## src/rtl/mul_wb_scheduler_pkg.sv

```systemverilog
// Shared types for the multiplier writeback scheduler.
// Holds the FSM state encoding and default widths.
// No logic; imported by the scheduler and its dependency checker.
package mul_wb_scheduler_pkg;

  // Register-address width used by the ARM register file (r0..r15)
  localparam int RA_W_DEF = 4;

  // Countdown width; covers MUL_LAT up to 15
  localparam int CNT_W = 4;

  typedef enum logic [1:0] {
    IDLE = 2'd0,
    RUN  = 2'd1,
    WB   = 2'd2
  } mul_state_t;

endpackage

```

## src/rtl/mul_wb_scheduler_dep_check.sv

```systemverilog
// Compares D-stage register operands against the in-flight MUL destination.
// Purely combinational, zero latency.
// No flow control; the caller qualifies the result with its busy state.
module mul_dep_check #(
  parameter int RA_W = 4
) (
  input  logic [RA_W-1:0] ra1_d,
  input  logic [RA_W-1:0] ra2_d,
  input  logic [RA_W-1:0] wa3_d,
  input  logic            reg_write_d,
  input  logic [RA_W-1:0] pend_rd,
  output logic            raw,
  output logic            waw
);

  // Read-after-write on either source, write-after-write only if D really writes
  always_comb begin
    raw = (ra1_d == pend_rd) | (ra2_d == pend_rd);
    waw = reg_write_d & (wa3_d == pend_rd);
  end

endmodule

```

## src/rtl/mul_wb_scheduler.sv

```systemverilog
// Sequences the multi-cycle multiplier, tracks its destination and owns RF-port arbitration.
// Issue at t writes at t+MUL_LAT at the earliest; every W-stage write collision adds one cycle.
// Pipeline W stage always wins the write port; F/D stall while a dependent instruction waits.
module mul_wb_scheduler
  import mul_wb_scheduler_pkg::*;
#(
  parameter int MUL_LAT = 4,
  parameter int RA_W    = RA_W_DEF
) (
  input  logic            clk,
  input  logic            rst_n,
  input  logic            mul_issue_e,
  input  logic [RA_W-1:0] mul_rd_e,
  input  logic            mul_d,
  input  logic [RA_W-1:0] ra1_d,
  input  logic [RA_W-1:0] ra2_d,
  input  logic [RA_W-1:0] wa3_d,
  input  logic            reg_write_d,
  input  logic            reg_write_w,
  output logic            mul_start,
  output logic            mul_busy,
  output logic            rf_we_mul,
  output logic [RA_W-1:0] rf_wa_mul,
  output logic            wb_sel_mul,
  output logic            stall_fd,
  output logic            bubble_e,
  output logic            mul_err
);

  // Counter load: RUN occupies MUL_LAT-1 cycles, WB is the final one
  localparam logic [CNT_W-1:0] CNT_INIT = CNT_W'(MUL_LAT - 1);

  mul_state_t       state_q, state_d;
  logic [CNT_W-1:0] cnt_q, cnt_d;
  logic [RA_W-1:0]  pend_rd_q, pend_rd_d;
  logic             mul_err_q, mul_err_d;
  logic             wr_grant;
  logic             raw, waw;

  mul_dep_check #(.RA_W(RA_W)) u_dep_check (
    .ra1_d       (ra1_d),
    .ra2_d       (ra2_d),
    .wa3_d       (wa3_d),
    .reg_write_d (reg_write_d),
    .pend_rd     (pend_rd_q),
    .raw         (raw),
    .waw         (waw)
  );

  // Next-state logic: issue, countdown, and write-port grant
  always_comb begin
    state_d   = state_q;
    cnt_d     = cnt_q;
    pend_rd_d = pend_rd_q;
    mul_err_d = mul_err_q | (mul_issue_e & (state_q != IDLE));
    mul_start = 1'b0;
    wr_grant  = 1'b0;
    case (state_q)
      IDLE: begin
        if (mul_issue_e) begin
          mul_start = 1'b1;
          pend_rd_d = mul_rd_e;
          cnt_d     = CNT_INIT;
          state_d   = RUN;
        end
      end
      RUN: begin
        // Saturating decrement; the result is valid as the count leaves 1
        if (cnt_q != '0) cnt_d = cnt_q - 1'b1;
        if (cnt_q <= CNT_W'(1)) state_d = WB;
      end
      WB: begin
        // Datapath holds its result, so losing the port just costs a cycle
        if (!reg_write_w) begin
          wr_grant = 1'b1;
          state_d  = IDLE;
        end
      end
      default: state_d = IDLE;
    endcase
  end

  // State registers; reset drops any in-flight result
  always_ff @(posedge clk or negedge rst_n) begin
    if (!rst_n) begin
      state_q   <= IDLE;
      cnt_q     <= '0;
      pend_rd_q <= '0;
      mul_err_q <= 1'b0;
    end else begin
      state_q   <= state_d;
      cnt_q     <= cnt_d;
      pend_rd_q <= pend_rd_d;
      mul_err_q <= mul_err_d;
    end
  end

  // Output decode; hazards only matter once pend_rd holds a live MUL
  always_comb begin
    mul_busy   = (state_q != IDLE);
    rf_we_mul  = wr_grant;
    wb_sel_mul = wr_grant;
    rf_wa_mul  = mul_busy ? pend_rd_q : '0;
    stall_fd   = mul_busy & (raw | waw | mul_d);
    bubble_e   = stall_fd;
    mul_err    = mul_err_q;
  end

endmodule

```

## config.mk

```make
export PLATFORM = sky130hd
export DESIGN_NAME = mul_wb_scheduler
export DESIGN_NICKNAME = d
export VERILOG_FILES = /design/src/rtl/mul_wb_scheduler_pkg.sv /design/src/rtl/mul_wb_scheduler_dep_check.sv /design/src/rtl/mul_wb_scheduler.sv
export SDC_FILE = /design/constraint.sdc
export NUM_CORES = 1
export LEC_CHECK = 0
export BUFFER_PORTS_ARGS = -buffer_cell sky130_fd_sc_hd__buf_2
export CORE_MARGIN = 3
export CORE_UTILIZATION = 42
export DETAILED_ROUTE_END_ITERATION = 12
export PLACE_DENSITY = 0.74
export SLEW_MARGIN = 20
export SYNTH_ARGS = -nofsm -noshare
export SYNTH_HDL_FRONTEND = slang
export SYNTH_SLANG_ARGS = --single-unit
```

## constraint.sdc

```tcl
create_clock -name clk -period 4.11 [get_ports clk]
set_input_delay 0.2055 -clock clk [delete_from_list [all_inputs] [get_ports clk]]
set_output_delay 0.2055 -clock clk [all_outputs]
set_load 0.02 [all_outputs]
```

## Word-level counts from Yosys, hierarchy flattened

Index checks and enable logic that the tools add are counted.

| storage, ports and cells | value |
|---|---|
| register bits | 11 |
| bits of input ports | 22 |
| output and inout port bits | 11 |
| word-level logic and storage cells | 41 |

| cells by class | value |
|---|---|
| add/subtract/negate cells | 1 |
| order comparisons | 1 |
| eq/ne operators | 9 |
| muxes and demuxes | 12 |
| bitwise gates (word level) | 7 |
| reductions and logical operators | 7 |

Operators by type and width:

| kind | number |
|---|---|
| equality test 4 bit | 3 |
| 2-to-1 mux 4 bit | 3 |
| != test 2 bit (second input constant) | 4 |
| one-hot mux 4 bit (2 select lines) | 1 |
| 2-to-1 mux 2 bit | 3 |
| one-hot mux 2 bit (3 select lines) | 1 |
| AND reduction 3 bit | 2 |
| <= comparator 4 x 1 -> 1 bit (second input constant) | 1 |
| 2-to-1 mux 1 bit | 4 |
| OR 1 bit | 4 |
| nonzero test 2 bit | 2 |
| nonzero test 4 bit | 1 |
| subtractor 4 x 1 -> 4 bit (second input constant) | 1 |
| AND 1 bit | 3 |
| equality test 2 x 1 -> 1 bit (second input constant) | 1 |
| equality test 2 bit (second input constant) | 1 |
| zero test 2 bit | 1 |
| AND reduction 2 bit | 1 |

## Logic depth before layout (Yosys ltp)

Gate-level depths: netlist (run 1).

| logic depth | value |
|---|---|
| word-level depth | 5 |
| gate-level depth with buffers | 5 |

## Hierarchy

Synthesis (run 1) repeated with hierarchy kept, for this count alone.

| second synthesis, totals | value |
|---|---|
| cell total of the unflattened synthesis | 71 |
| area, all modules | 753.2 um2 |

Modules (own cells, without submodules):

| module | instances | cells each | area an instance (um2) | seq. area each (um2) |
|---|---|---|---|---|
| mul_wb_scheduler | 1 | 55 | 615.6 | 275.3 |
| mul_dep_check | 1 | 16 | 137.6 | 0.0 |

## Worst setup path after synthesis (run 1)

No wires, ideal clock.

| timing path | value |
|---|---|
| path type | reg-to-output |
| start | register pend_rd_q[3] |
| end | output stall_fd |
| arrival | 1.532 ns |
| path slack | 2.372 ns |
| stages on the path, launching flop included | 6 |
| buffers on the path | 1 |
| cell sequence | dfrtp_1 > xor2_1 > nor4_1 > nor3_1 > a21oi_1 > buf_4 |

| between the ends | value |
|---|---|
| word-level cells in the longest chain between the ends | 5 |
| elaborated cells on any way between the ends | 8 |
| those cells by class | 3 x eq/ne; 5 x bitwise |

Ends and longest elaborated chain:

| what | line | source |
|---|---|---|
| from (decl) | mul_wb_scheduler.sv:35 | `logic [RA_W-1:0] pend_rd_q, pend_rd_d;` |
| from (signal assigned) | mul_wb_scheduler.sv:93 | `pend_rd_q <= pend_rd_d;` |
| equality test 4 bit, on equally long branches | mul_wb_scheduler_dep_check.sv:18, mul_wb_scheduler_dep_check.sv:19 |  |
| OR 1 bit / AND 1 bit (equally long branches) | mul_wb_scheduler_dep_check.sv:18, mul_wb_scheduler_dep_check.sv:19 |  |
| OR 1 bit (*) (2 in a row) | mul_wb_scheduler.sv:104 | `stall_fd = mul_busy & (raw \| waw \| mul_d);` |
| AND 1 bit (*) | mul_wb_scheduler.sv:104 |  |
| to (decl) | mul_wb_scheduler.sv:25 | `output logic stall_fd,` |

Every way passes the cells marked *; elsewhere a longest branch is shown, timed or not.

## Worst setup path after layout (run 1)

| timing path | value |
|---|---|
| start | register pend_rd_q[3] |
| end | output bubble_e |

| between the ends | value |
|---|---|
| word-level cells in the longest chain between the ends | 5 |
| elaborated cells on any way between the ends | 8 |
| those cells by class | 3 x eq/ne; 5 x bitwise |

Ends and longest elaborated chain:

| what | line | source |
|---|---|---|
| equality test 4 bit, on equally long branches | mul_wb_scheduler_dep_check.sv:18, mul_wb_scheduler_dep_check.sv:19 |  |
| OR 1 bit / AND 1 bit (equally long branches) | mul_wb_scheduler_dep_check.sv:18, mul_wb_scheduler_dep_check.sv:19 |  |
| OR 1 bit (*) (2 in a row) | mul_wb_scheduler.sv:104 |  |
| AND 1 bit (*) | mul_wb_scheduler.sv:104 |  |
| to (decl) | mul_wb_scheduler.sv:26 | `output logic bubble_e,` |

Marks and branches as above.

==> flow_summary.toml, run 1 <==
[logic_synthesis]
avgSynthCellArea_um2 = 10.1
yosys.area.top_type_share = 0.372
synthCells = 73
synth_edf_count = 0
synthesis.nets = 98
yosys_warnings = 0
synth_cell_type_count = 28
async_flop_share = 1.00
yosys.area.top_type = "dfrtp_1"
syn_area_um2 = 741
synth_common_cells = "11 x dfrtp_1, 11 x xor2_1, 5 x and2_1, 5 x nor2_1"
yosys-top-cells-area = "dfrtp_1 37%, xor2_1 13%, mux2_4 8.1%, ha_1 5.1%, and2_1 4.2%"
seq_area_frac_synth = 0.372
ys.flop_type = "dfrtp_1"
synth-seq-cells = 11

[sta]
slew_violations = 0
period_minus_slack_ns = 1.81
setup_tns_ns = 0
slew_headroom = 0.727
fmax_ghz = 0.552
grt_setup_unrepaired = "no"
min_period_over_period = 0.441
finClkSkew_ns = 0.00444
holdWs_ns = 0.164
finalHoldViolations = 0
tightest_slew_ns = 0.409
setup_viol = 0

[place]
place_congestion = 0.838
post-dp-hpwl_um = 1200
io_buffers = 32

[clock_tree]
cts_resized = 0
cts.htree.levels = 1
cts_tree = "built"
clk_latency_ns = 0.27
cts_made_buffers = 3
clkSinkCount = 11
clkTransAtPathRegs_ns = 0.07
root_buffer = "clkbuf_4"
max-clock-path-buffers = 2

[cells_and_area]
layout-drive-gt1-share = 0.421
seqCellArea_um2 = 275
nNetsFinal = 133
syn2layout_area_growth_pct = 25.7
diodes = 0
final.fill_count = 140
multi_input_area_um2 = 424

[hold_path]
hold_depth = 2
hp-class = "in2reg"

[global_routing]
antenna_found_initial = 0
grt_max_degree = 12
grt_pass1_wl_um = 2100
grt_usage = 0.136
overflow = 0
grt_pass1_vias = 498

[critical_path]
cp.arrival_ns = 1.61
cp.required_ns = 3.90
cp_max_fo = 5
r2r_cells = 3
cp-start-kind = "register"
path_class = "reg2out"
end_kind = "output pin"

[floorplanning]
std_cell_rows = 14
die-height_um = 48.0
pin_count = 33
initial_utilization = 0.470
dieArea_um2 = 2300
core_area_um2 = 1580
die_w_um = 48.0

[power_and_ir_drop]
p_leak_nw = 0.472
p_clk_frac = 0.106
p_switching_w = 0.000303
pwr-share-seq = 0.329
swShare = 0.447
p_comb_frac = 0.565
ir_worst_vdd_v = 0.000340
intPower_w = 0.000374
powerDensity_nw_per_um2 = 727

[routing]
wl_per_cell_um = 11.9
ant_nets = 0
firstDrtPassIters = 4
drc = 0
vias = 621
drt-initial-drc-count = 6
viasPerCell = 5.05
routed_wl_um = 1460

[run]
maxCapViolCount = 0

[outcome]
status = "complete, no violations"
state kept, by name (all words and copies together), names as in the netlist:
register,count
mul_err,1
state_q,2
cnt_q,4
pend_rd_q,4
through the flow:
stage          std cells  power [W]  worst slack, ns  area [um2]   util
2_1_floorplan         73   0.000523             2.37         741      -
3_3_place_gp         118   0.000602             2.58         895  0.567
3_5_place_dp         118   0.000612             2.59         895  0.567
4_1_cts              123   0.000689             2.27         931  0.590
5_1_grt              123   0.000738             2.12         931  0.590
6_report             123   0.000677             2.30         931  0.590
layout by cell type, fill, tap and decap left out:
master / count
nor4_1: 2
a311oi_2: 1
or2b_1: 1
clkbuf_1: 1
clkbuf_4: 3
dfrtp_1: 11
o21ai_0: 2
xor2_1: 11
a31oi_1: 2
mux2_4: 4
buf_2: 32
xnor2_1: 1
a21oi_2: 1
dlygate4sd3_1: 1
a21o_1: 1
nand2_2: 1
o21a_1: 1
a211o_1: 1
a21oi_1: 2
ha_1: 3
nand2_1: 2
a21o_2: 1
nor2_2: 1
inv_1: 4
nor3b_1: 1
nor2_1: 5
and2b_4: 1
nand3_1: 2
and2_1: 5
nor3_1: 3
critical path, stage by stage (launching register included):
cell and delay [ns]:
dfrtp_1 0.44, xor2_1 0.18, nor4_1 0.29, nor3_1 0.08, a21oi_1 0.16, buf_2 0.19
final cells by class:
| class | instances | share of cell area |
|---|---|---|
| flip-flops and latches | 11 | 0.296 |
| inverters | 4 | 0.0161 |
| clock buffers | 4 | 0.0282 |
| repair buffers | 33 | 0.183 |
| multi-input cells | 55 | 0.456 |
| well taps | 16 | 0.0215 |
kinds of logic (layout without fill, tap and decap cells):
logic type | Yosys count | after routing | synth area share
xor+xnor | 12 | 12 | 0.142
simple gates | 24 | 24 | 0.179
mux | 4 | 4 | 0.0811
fa+ha+maj | 3 | 3 | 0.0507
buf+inv | 7 | 41 | 0.0557
flops | 11 | 11 | 0.372
compound gates | 12 | 12 | 0.120
repair_timing:
item,4_1_cts,5_1_grt
setup endpoints to repair,0,0
buffers inserted,0,0
hold endpoints to repair,11,0
hold buffers,1,0
routing by layer:
metal	routed length (um)	part of all wire	up-vias	GRT usage
li1	-	-	317	-
met1	618	0.42	286	0.171
met2	752	0.51	18	0.208
met3	93	0.064	0	0.0677
met4	0	0	0	0.0323
met5	0	0	-	0
power groups by stage:
stage                     clock network, W  logic [W]  registers (W)
after floorplan                          0   0.000316       0.000207
after global placement                   0   0.000380       0.000222
after detailed placement                 0   0.000386       0.000226
after CTS                        0.0000772   0.000388       0.000224
after global routing             0.0000815   0.000427       0.000230
final                            0.0000720   0.000382       0.000223
worst paths after layout:
check / start / end / slack [ns]
worst max-delay path: pend_rd_q[3]$_DFFE_PN0P_ / bubble_e / 2.30
worst min-delay path: mul_rd_e[3] / pend_rd_q[3]$_DFFE_PN0P_ / 0.16
worst min register to register: mul_err$_DFF_PN0_ / mul_err$_DFF_PN0_ / 0.46
max in group asynchronous: rst_n / cnt_q[0]$_DFFE_PN0P_ / 3.57
min in group asynchronous: rst_n / pend_rd_q[1]$_DFFE_PN0P_ / 0.33
worst max register to register: state_q[0]$_DFFE_PN0P_ / pend_rd_q[0]$_DFFE_PN0P_ / 2.65
Power figures use the tool's default switching activity.
==> inputs of run 2 (changes only) <==
clock period = 1.68 ns   (was 4.11 ns; I/O delays follow)
==> run 2 against run 1 <==
Net effect: the flow now finishes with violations (setup timing); non-clock buffer count rose by 3; global-route usage rose by 2.3 points; power rose to 2.6 times the previous value; hold slack got worse by 0.12 ns; via count rose by 2.3%; flip-flop and latch count did not move; sequential power rose by 140%; first-iteration DRC count fell by 17%; routed wire length rose by 7.9%; final area rose by 5.0%; largest cell class unchanged; highest routed layer is now met4.
==> flow_summary.toml, run 2 (synthesis results as in run 1) <==
[outcome]
status = "finished with violations"
violations = "setup timing"

[floorplanning]
die-height_um = 48.0
core_area_um2 = 1580
die_w_um = 48.0
dieArea_um2 = 2300
std_cell_rows = 14
pin_count = 33
initial_utilization = 0.470

[clock_tree]
clkTransAtPathRegs_ns = 0.07
clk_latency_ns = 0.27
cts_tree = "built"
root_buffer = "clkbuf_4"
clkSinkCount = 11
cts_made_buffers = 3
cts.htree.levels = 1
max-clock-path-buffers = 2

[global_routing]
grt_max_degree = 12
grt_pass1_vias = 590
overflow = 0
grt_pass1_wl_um = 2460
grt_usage = 0.158
antenna_found_initial = 0

[sta]
finClkSkew_ns = 0.00423
holdWs_ns = 0.0447
fmax_ghz = 0.585
finalHoldViolations = 0
min_period_over_period = 1.02
slew_violations = 0
tightest_slew_ns = 0.352
slew_headroom = 0.765
setup_viol = 2
grt_setup_unrepaired = "yes"
period_minus_slack_ns = 1.71
setup_ws_ns = -0.0302

[critical_path]
cp.arrival_ns = 1.63
r2r_cells = 5
worstReg2RegEnd = "cnt_q[0]$_DFFE_PN0P_"
reg2reg_from = "cnt_q[0]$_DFFE_PN0P_"
crit_path_start = "pend_rd_q[3]$_DFFE_PN0P_"
cp_max_fo = 5
rrSetupSlack_ns = 0.23
cp-start-kind = "register"
path_class = "reg2out"
end_kind = "output pin"
crit_end = "bubble_e"
cp.required_ns = 1.60

[power_and_ir_drop]
powerDensity_nw_per_um2 = 1830
p_leak_nw = 0.484
ir_worst_vdd_v = 0.000956

[hold_path]
hp-class = "in2reg"
worstHoldStart = "mul_issue_e"

[routing]
vias = 635
viasPerCell = 5.04
drt-initial-drc-count = 5
firstDrtPassIters = 4
drc = 0
routed_wl_um = 1580
ant_nets = 0
wl_per_cell_um = 12.5

[cells_and_area]
final.fill_count = 128
final_common_cell = "buf_2"
stdcell_count = 126
nNetsFinal = 136
diodes = 0
layout-drive-gt1-share = 0.500
syn2layout_area_growth_pct = 31.9
fin_util = 0.620
biggestRegsByFlops = "cnt_q: 4 flops, pend_rd_q: 4 flops, state_q: 2 flops"
layout_common_cells = "30 x buf_2, 11 x xor2_1, 7 x dfrtp_1"

[run]
maxCapViolCount = 0

[place]
place_congestion = 0.841
post-dp-hpwl_um = 1260
dpl.cell_count = 118
io_buffers = 32
## run 2: changes by cell type in the layout (fill, tap and decap cells not counted)
cell,delta
and2_2,+1
dfrtp_2,+4
dfrtp_1,-4
and2_1,-1
buf_4,+5
nor4_2,+2
buf_2,-2
nor4_1,-2
## run 2: what timing repair did
action                                  CTS  global route
buffers inserted                          2             1
hold buffers                              1             0
resized for setup                         7             2
pin swaps                                 3             3
endpoints found under the setup margin    2             3
endpoints found under the hold margin    11             0
## run 2: layer usage
layer / vias to the layer above / track usage / wire length [um]
li1: 323 / - / -
met1: 293 / 0.190 / 630
met2: 15 / 0.256 / 858
met3: 4 / 0.0564 / 71
met4: 0 / 0.0645 / 17
met5: - / 0 / 0
## run 2: worst min path at each step
stage,depth (start not counted),end
after detailed placement,1,cnt_q[2]$_DFFE_PN0P_
after CTS,2,mul_err$_DFF_PN0_
after global routing,2,pend_rd_q[2]$_DFFE_PN0P_
final,2,mul_err$_DFF_PN0_
after floorplan,0,cnt_q[0]$_DFFE_PN0P_
after global placement,1,cnt_q[2]$_DFFE_PN0P_
## run 2: metrics by stage
stage | cell area, um2 | power (W) | setup slack (ns) | setup TNS (ns)
after global placement | 895 | 0.00147 | 0.208 | 0
final | 977 | 0.00178 | -0.0302 | -0.0569
after global routing | 977 | 0.00194 | -0.132 | -0.264
after detailed placement | 895 | 0.00151 | 0.177 | 0
after CTS | 962 | 0.00177 | -0.0415 | -0.0829
after floorplan | 741 | 0.00128 | 0.0635 | 0
## run 2: area by class of cell
type,instances,area [um2],area share
well taps,16,20.0,0.0205
flip-flops and latches,11,280,0.287
inverters,4,15.0,0.0154
multi-input cells,55,438,0.448
clock buffers,4,26.3,0.0269
repair buffers,36,198,0.202
## run 2: report_power, final
part	internal [W]	total, W	switching (W)
Combinational	0.000517	0.00108	0.000560
Clock	0.0000920	0.000177	0.0000848
Sequential	0.000388	0.000531	0.000144
Total	0.000996	0.00178	0.000789
## run 2: worst max-delay path: stages (launching register included)
cell and delay [ns]:
dfrtp_2 0.44, buf_4 0.15, xor2_1 0.17, nor4_2 0.15, nor3_1 0.08, a21oi_1 0.19
buf_4 0.18
==> inputs of run 3 (changes only) <==
SETUP_SLACK_MARGIN = 0.3   (was default)
==> run 3 against run 2 <==
Net effect: the run now ends clean; final cell count is 5.6% higher; clock power hardly changed; first-iteration DRC count is 100% higher; count of clock-buffer cells in the layout stayed put; routed wire length is 13% higher; sequential share of layout area is 2.4 points lower; die area stayed put; largest cell class unchanged; largest power group unchanged.
==> flow_summary.toml, run 3 (synthesis results as in run 1) <==
[cells_and_area]
final_common_cell = "buf_2"
final.fill_count = 117
layout-drive-gt1-share = 0.581
syn2layout_area_growth_pct = 45.4
fin_area_um2 = 1080
biggestRegsByFlops = "cnt_q: 4 flops, pend_rd_q: 4 flops, state_q: 2 flops"
fin_util = 0.683
layout_common_cells = "30 x buf_2, 11 x xor2_1, 11 x buf_4"
diodes = 0
nNetsFinal = 143

[global_routing]
top_usage_layer = "met2"
antenna_found_initial = 0
use_met3 = 0.0677
grt_pass1_wl_um = 2480
overflow = 0
grt_pass1_vias = 584
grt_max_degree = 12
grt_usage = 0.157
grtUsageMet1 = 0.195
gr-usage-met2 = 0.251

[sta]
min_period_over_period = 0.978
fmax_ghz = 0.609
finClkSkew_ns = 0.000627
period_minus_slack_ns = 1.64
grt_setup_unrepaired = "yes"
slew_headroom = 0.784
slew_violations = 0
holdWs_ns = 0.0479
finalHoldViolations = 0
setup_viol = 0
setup_ws_ns = 0.0374
tightest_slew_ns = 0.324

[routing]
viasPerCell = 5.04
ant_nets = 0
drt-initial-drc-count = 10
firstDrtPassIters = 2
vias = 670
wl_per_cell_um = 13.4
routed_wl_um = 1780
drc = 0

[power_and_ir_drop]
powerDensity_nw_per_um2 = 1850
p_leak_nw = 0.521
ir_worst_vdd_v = 0.00113

[hold_path]
hold_depth = 2
holdPathEnd = "pend_rd_q[3]$_DFFE_PN0P_"
worstHoldStart = "mul_rd_e[3]"
hp-class = "in2reg"

[floorplanning]
std_cell_rows = 14
die_w_um = 48.0
die-height_um = 48.0
dieArea_um2 = 2300
core_area_um2 = 1580
initial_utilization = 0.470
pin_count = 33

[critical_path]
r2r_cells = 5
rrSetupSlack_ns = 0.33
path_class = "reg2out"
cp.required_ns = 1.60
worstReg2RegEnd = "cnt_q[0]$_DFFE_PN0P_"
cp_max_fo = 5
end_kind = "output pin"
cp-start-kind = "register"
cp.arrival_ns = 1.56
reg2reg_from = "cnt_q[1]$_DFFE_PN0P_"

[clock_tree]
cts.htree.levels = 1
cts_made_buffers = 3
cts_tree = "built"
clkSinkCount = 11
clk_latency_ns = 0.26
root_buffer = "clkbuf_4"
clkTransAtPathRegs_ns = 0.06
max-clock-path-buffers = 2

[place]
dpl_cell_area_um2 = 898
place_congestion = 0.771
io_buffers = 32
post-dp-hpwl_um = 1270
dp_slack_ns = 0.188

[run]
maxCapViolCount = 0

[outcome]
status = "complete, no violations"
[run 3: cell types whose count changed in the layout (fill, tap and decap cells not counted), moves of 2 or more]
cell,delta
inv_1,-2
inv_2,+2
dfrtp_1,-2
dfrtp_2,+2
buf_4,+6
[run 3: routing by layer]
| layer | vias up | share of wire |
|---|---|---|
| li1 | 334 | - |
| met2 | 19 | 0.54 |
| met3 | 2 | 0.048 |
| met4 | 0 | 0.0079 |
| met5 | - | 0 |
| met1 | 315 | 0.40 |
[run 3: layout make-up]
| cell class | instances | area (um2) | share of cell area |
|---|---|---|---|
| clock buffer | 4 | 26.3 | 0.0244 |
| sequential | 11 | 283 | 0.262 |
| inverter | 4 | 15.0 | 0.0139 |
| timing repair buffer | 43 | 263 | 0.244 |
| multi-input combinational | 55 | 470 | 0.437 |
| tap | 16 | 20.0 | 0.0186 |
[run 3: worst max-delay path by stage]
stage | end | startpoint | cells past startpoint
floorplan | stall_fd | pend_rd_q[0]$_DFFE_PN0P_ | 5
global placement | pend_rd_q[3]$_DFFE_PN0P_ | state_q[0]$_DFFE_PN0P_ | 3
detailed placement | pend_rd_q[0]$_DFFE_PN0P_ | state_q[0]$_DFFE_PN0P_ | 3
CTS | bubble_e | pend_rd_q[0]$_DFFE_PN0P_ | 5
global route | bubble_e | pend_rd_q[0]$_DFFE_PN0P_ | 5
finish | bubble_e | pend_rd_q[0]$_DFFE_PN0P_ | 5
[run 3: timing repair]
action                                  4_1_cts  5_1_grt
endpoints found under the hold margin        11        0
hold buffers                                  1        0
gates resized for setup                      10        8
cloned                                        0        0
endpoints found under the setup margin       13       11
pin swaps                                     6        4
setup buffers                                 2        8
[run 3: worst max-delay path, stage by stage, from the launching register on]
cell and delay, ns:
dfrtp_2 0.45, xor2_1 0.15, nor4_1 0.29, nor3_1 0.11
a21oi_2 0.14, buf_4 0.15
[run 3: through the flow]
stage,std cells,power [W],TNS (ns)
finish,133,0.00200,0
global placement,118,0.00148,0
floorplan,73,0.00129,0
detailed placement,118,0.00150,0
global route,133,0.00217,-0.170
CTS,125,0.00178,0
[run 3: power breakdown]
group	switching (W)	internal, W
Clock	0.0000820	0.0000918
Sequential	0.000171	0.000392
Combinational	0.000612	0.000646
